## src/rtl/adxl362_pkg.sv

```systemverilog
// Shared constants and state type for the ADXL362 SPI register-access master.
package adxl362_pkg;

  localparam logic [7:0] CMD_WRITE     = 8'h0A;
  localparam logic [7:0] CMD_READ      = 8'h0B;
  localparam logic [7:0] CMD_FIFO_READ = 8'h0D;

  localparam logic [5:0] LAST_HALF = 6'd47;

  typedef enum logic [2:0] {
    IDLE,
    CS_SETUP,
    SHIFT,
    CS_HOLD,
    CS_GAP
  } state_t;

endpackage

```

## src/rtl/adxl362_spi_master_clkgen.sv

```systemverilog
// Half-period tick generator: pulses once every CLK_DIV clk cycles while enabled,
// and restarts from zero whenever it is disabled.
module adxl362_spi_master_clkgen #(
  parameter int CLK_DIV = 4
) (
  input  logic clk,
  input  logic rst,
  input  logic enable,
  output logic tick
);

  localparam logic [7:0] LAST = 8'(CLK_DIV - 1);

  logic [7:0] count;

  always_ff @(posedge clk) begin
    if (rst || !enable) begin
      count <= '0;
    end else if (count == LAST) begin
      count <= '0;
    end else begin
      count <= count + 8'd1;
    end
  end

  assign tick = enable && (count == LAST);

endmodule

```

## src/rtl/adxl362_spi_master.sv

```systemverilog
// SPI mode-0 master issuing 24-bit ADXL362 register read/write frames
// (command, address, data), with chip-select setup, hold and deselect gap.
module adxl362_spi_master
  import adxl362_pkg::*;
#(
  parameter int CLK_DIV = 4
) (
  input  logic       clk,
  input  logic       rst,
  input  logic       start,
  input  logic       rw,
  input  logic [7:0] address,
  input  logic [7:0] data_write,
  output logic [7:0] data_read,
  output logic       busy,
  output logic       done,
  output logic       SCLK,
  output logic       MOSI,
  input  logic       MISO,
  output logic       nCS
);

  state_t      state, next_state;
  logic        tick, rise, fall;
  logic [5:0]  half;
  logic [23:0] tx;
  logic [23:0] frame;
  logic [7:0]  rx;
  logic        rw_q;

  adxl362_spi_master_clkgen #(.CLK_DIV(CLK_DIV)) u_clkgen (
    .clk    (clk),
    .rst    (rst),
    .enable (state != IDLE),
    .tick   (tick)
  );

  assign frame = {(rw ? CMD_READ : CMD_WRITE), address, (rw ? 8'h00 : data_write)};

  always_ff @(posedge clk) begin
    if (rst) begin
      state <= IDLE;
    end else begin
      state <= next_state;
    end
  end

  // SCLK is high during even-numbered SHIFT half-periods; rise/fall mark its edges.
  always_comb begin
    next_state = state;
    rise       = 1'b0;
    fall       = 1'b0;
    case (state)
      IDLE: begin
        if (start) next_state = CS_SETUP;
      end
      CS_SETUP: begin
        if (tick) begin
          next_state = SHIFT;
          rise       = 1'b1;
        end
      end
      SHIFT: begin
        if (tick) begin
          if (!half[0]) begin
            fall = 1'b1;
          end else if (half == LAST_HALF) begin
            next_state = CS_HOLD;
          end else begin
            rise = 1'b1;
          end
        end
      end
      CS_HOLD: begin
        if (tick) next_state = CS_GAP;
      end
      CS_GAP: begin
        if (tick) next_state = IDLE;
      end
      default: next_state = IDLE;
    endcase
  end

  // All pin-facing outputs are registered from the upcoming state to stay glitch-free.
  always_ff @(posedge clk) begin
    if (rst) begin
      nCS       <= 1'b1;
      SCLK      <= 1'b0;
      MOSI      <= 1'b0;
      busy      <= 1'b0;
      done      <= 1'b0;
      data_read <= 8'h00;
      tx        <= '0;
      rx        <= '0;
      rw_q      <= 1'b0;
      half      <= '0;
    end else begin
      nCS  <= (next_state == IDLE) || (next_state == CS_GAP);
      busy <= (next_state != IDLE);
      done <= (state == CS_GAP) && (next_state == IDLE);

      if (rise) begin
        SCLK <= 1'b1;
      end else if (fall) begin
        SCLK <= 1'b0;
      end

      if (state == IDLE && start) begin
        rw_q <= rw;
        MOSI <= frame[23];
        tx   <= {frame[22:0], 1'b0};
        half <= '0;
      end else if (fall) begin
        MOSI <= tx[23];
        tx   <= {tx[22:0], 1'b0};
      end

      if (state == SHIFT && tick) begin
        half <= half + 6'd1;
      end

      if (rise) begin
        rx <= {rx[6:0], MISO};
      end

      if (state == CS_GAP && tick && rw_q) begin
        data_read <= rx;
      end
    end
  end

endmodule

```

## config.mk

```make
export PLATFORM = sky130hd
export DESIGN_NAME = adxl362_spi_master
export DESIGN_NICKNAME = d
export VERILOG_FILES = /design/src/rtl/adxl362_pkg.sv /design/src/rtl/adxl362_spi_master_clkgen.sv /design/src/rtl/adxl362_spi_master.sv
export SDC_FILE = /design/constraint.sdc
export NUM_CORES = 1
export LEC_CHECK = 0
export ABC_AREA = 1
export BUFFER_PORTS_ARGS = -buffer_cell sky130_fd_sc_hd__buf_2
export CAP_MARGIN = 5
export CORE_UTILIZATION = 37
export DETAILED_ROUTE_END_ITERATION = 8
export PLACE_DENSITY = 0.56
export SLEW_MARGIN = 25
export SYNTH_ARGS = -nofsm -noshare
export SYNTH_HDL_FRONTEND = slang
export SYNTH_SLANG_ARGS = --single-unit
```

## constraint.sdc

```tcl
create_clock -name clk -period 3.5 [get_ports clk]
set_clock_uncertainty 0.1 [all_clocks]
set_input_delay 0.175 -clock clk [delete_from_list [all_inputs] [get_ports clk]]
set_output_delay 0.175 -clock clk [all_outputs]
set_load 0.01 [all_outputs]
```

==> qor.yml <==
outcome: "complete, no violations"
drtIter0Drc: 79
cts_setup_buffers: 0
r2r_start: "u_clkgen.count[0]"
ys_ff_latch: 62
cpMaxStageDelayCell: "dfxtp_1"
core_mm2: 0.007292
pwr-share-clk_pct: 39.3
vias: 2462
diodes: 0
synth-edff-count: 0
synth_top_area_share_pct: 44.01
pin_count: 34
relSlewSlack_pct: 63.12
worstHoldStart: "data_write[3]"
regArea_mm2: 0.001241
crit_path_end_kind: "flip-flop"
intPower_uw: 1043
grt_pass1_wl_um: 9604
place.gp.congestion: 0.7703
viasPerCell: 4.585
layout-drive-gt1-share_pct: 17.58
synth_commonest_cells: "nand2_1 (100), dfxtp_1 (62), nor2_1 (60)"
swShare_pct: 26.16
grt_overflow: 0
peakVddDrop_mv: 0.2445
cp_top_family: "simple AND/OR/NAND/NOR gates"
ant_nets: 0
worstPathArrival_ns: 2.16
die_y_um: 89.31
cts.reportedPaths.clkPinSlew_ns: 0.07
critPathMostFrequentCell: "nor2_1"
hold_viol: 0
placementRows: 31
detail_route.wl_per_cell_um: 10.47
synth.distinct_cells: 30
syn_area_mm2: 0.002820
syn_to_final_growth_pct: 14.68
cts-buffers-inserted: 9
die-width_um: 89.31
yosysWarnings: 0
grt.total_usage_pct: 15.85
p_sw_uw: 369.5
clkLatencyLatePin_ns: 0.34
path_max_fanout: 19
start_util_pct: 38.68
fp.dieArea_mm2: 0.007975
min_path_type: "input pin to flip-flop"
p_seq_share_pct: 52.4
hpwl_um: 3699
synthArstFlopShare_pct: 0
powerDensity_mw_per_mm2: 436.7
cp-startpoint: "u_clkgen.count[0]"
synthMuxAreaShare_pct: 0
path_buf_inv: 1
cts-root-buf: "clkbuf_8"
synthFlopType: "dfxtp_1"
rsz0062_at_grt: "no"
avgSynthCellArea_um2: 7.068
cp.required_ns: 3.64
first_pass_iters: 4
worstMarginPinSlew_ns: 0.5526
pwr-share-comb_pct: 8.3
yosysSeqAreaShare_pct: 44.01
postPlaceCellArea_mm2: 0.003029
synth_adder_area_share_pct: 0.8873
crit_chain: "ha_1 -> nand2_2 -> nor2_8 -> nand3_4 -> nand2_4 -> inv_4 -> nor2_1 -> nor2_1"
synthSimpleGateAreaFrac_pct: 35.14
period_needed_ns: 2.024
num-nets-final: 456
io_buffers: 33
cpPeakStageDelay_ns: 0.36
grt_max_degree: 43
drc: 0
p_total_uw: 1412
drt_wl_total_um: 5620
synth_top_family_by_area: "simple AND/OR/NAND/NOR gates"
min_period_over_period_pct: 57.84
path_class: "flip-flop to flip-flop"
final-setup-viol-count: 0
max_clock_freq_mhz: 494.0
fillers: 813
synth-compound-area-share_pct: 11.45
yosys-top-cells-area: "dfxtp_1 (44%), nand2_1 (13%), nor2_1 (8.0%), a21oi_1 (5.7%), inv_1 (4.8%)"
ctsResizeCount: 0
cts_max_path_buffers: 2
synth_top_area_cell: "dfxtp_1"
cts_tree: "built"
cap_violations: 0
synth.most_common_cell: "nand2_1"
startpoint_type: "flip-flop"
h-tree-depth: 3
drv_slew: 0
hold-worst-slack_ns: 0.05200
syn-num-nets: 422
clock-sinks: 62
fin_area_mm2: 0.003234
synthCells: 399
antenna_found_initial: 0
tns_ns: 0
multi_input_area_mm2: 0.001339
p_leak_uw: 0.001499
synth-xor-area-share_pct: 0
grt_pass1_vias: 2160
## cells in the final DEF (no fill, tap or decap), types with 4 or more instances in the layout
cell	instances
buf_2	33
nand3_1	23
o21ai_1	7
a21oi_1	32
nor2_2	11
inv_1	36
o21ai_0	24
nand2_1	100
dfxtp_1	62
nand4_1	6
clkbuf_8	10
nor3_1	4
nor2_1	60
## timing repair
item | CTS | global route
endpoints found under the hold margin | 4 | 0
hold buffers | 3 | 0
setup endpoints to repair | 0 | 0
## layout make-up
type	instances	share of cell area, %
clock inverters	6	1.161
flip-flops and latches	62	38.38
well taps	99	3.830
clock buffers	10	4.255
repair buffers	37	6.267
inverters	40	4.720
multi-input cells	283	41.39
## worst paths after layout
path	end	slack, ns	cells past startpoint
max	tx[3]	1.48	8
min	tx[4]	0.05	5
max reg2reg	tx[3]	1.48	8
min reg2reg	MOSI	0.34	2
## metal layers
layer,GRT usage (%),vias up,part of all wire [%]
met5,0,-,0
met4,7.648,0,1.9
met3,5.263,12,5.5
met2,25.68,57,45
met1,18.94,1053,48
li1,-,1340,-
## worst register-to-register path, stage by stage, from the launching register on
cell	delay, ns
dfxtp_1	0.36
ha_1	0.25
nand2_2	0.12
nor2_8	0.28
nand3_4	0.24
nand2_4	0.25
inv_4	0.15
nor2_1	0.12
nor2_1	0.06
## state kept, by name, summed over array words and instances (netlist names)
register and cells:
data_read 8, rx 8, half 6, MOSI 1, state 3, busy 1
u_clkgen.count 8, tx 23, rw_q 1, SCLK 1, done 1, nCS 1
## power by group through the flow
stage | registers (uW) | logic [uW] | clock network [uW]
after floorplan | 755 | 90.8 | 0
after global placement | 756 | 116 | 0
after detailed placement | 756 | 116 | 0
after CTS | 740 | 119 | 576
after global routing | 742 | 136 | 606
final | 740 | 117 | 555
## metrics by stage
step           std cells  setup WS, ns  utilization [%]
5_1_grt              537         1.252            44.35
6_report             537         1.476            44.35
3_3_place_gp         518         1.487            41.54
3_5_place_dp         518         1.458            41.54
4_1_cts              537         1.444            44.35
2_1_floorplan        399         1.924                -
## kinds of logic (layout without fill, tap and decap cells)
kind of cell | Yosys count | count (layout)
AO/OA/AOI/OAI | 64 | 64
AND/OR/NAND/NOR | 217 | 217
buffers and inverters | 54 | 93
adder cells (fa/ha/maj) | 2 | 2
flip-flops | 62 | 62
Power figures use the tool's default switching activity.
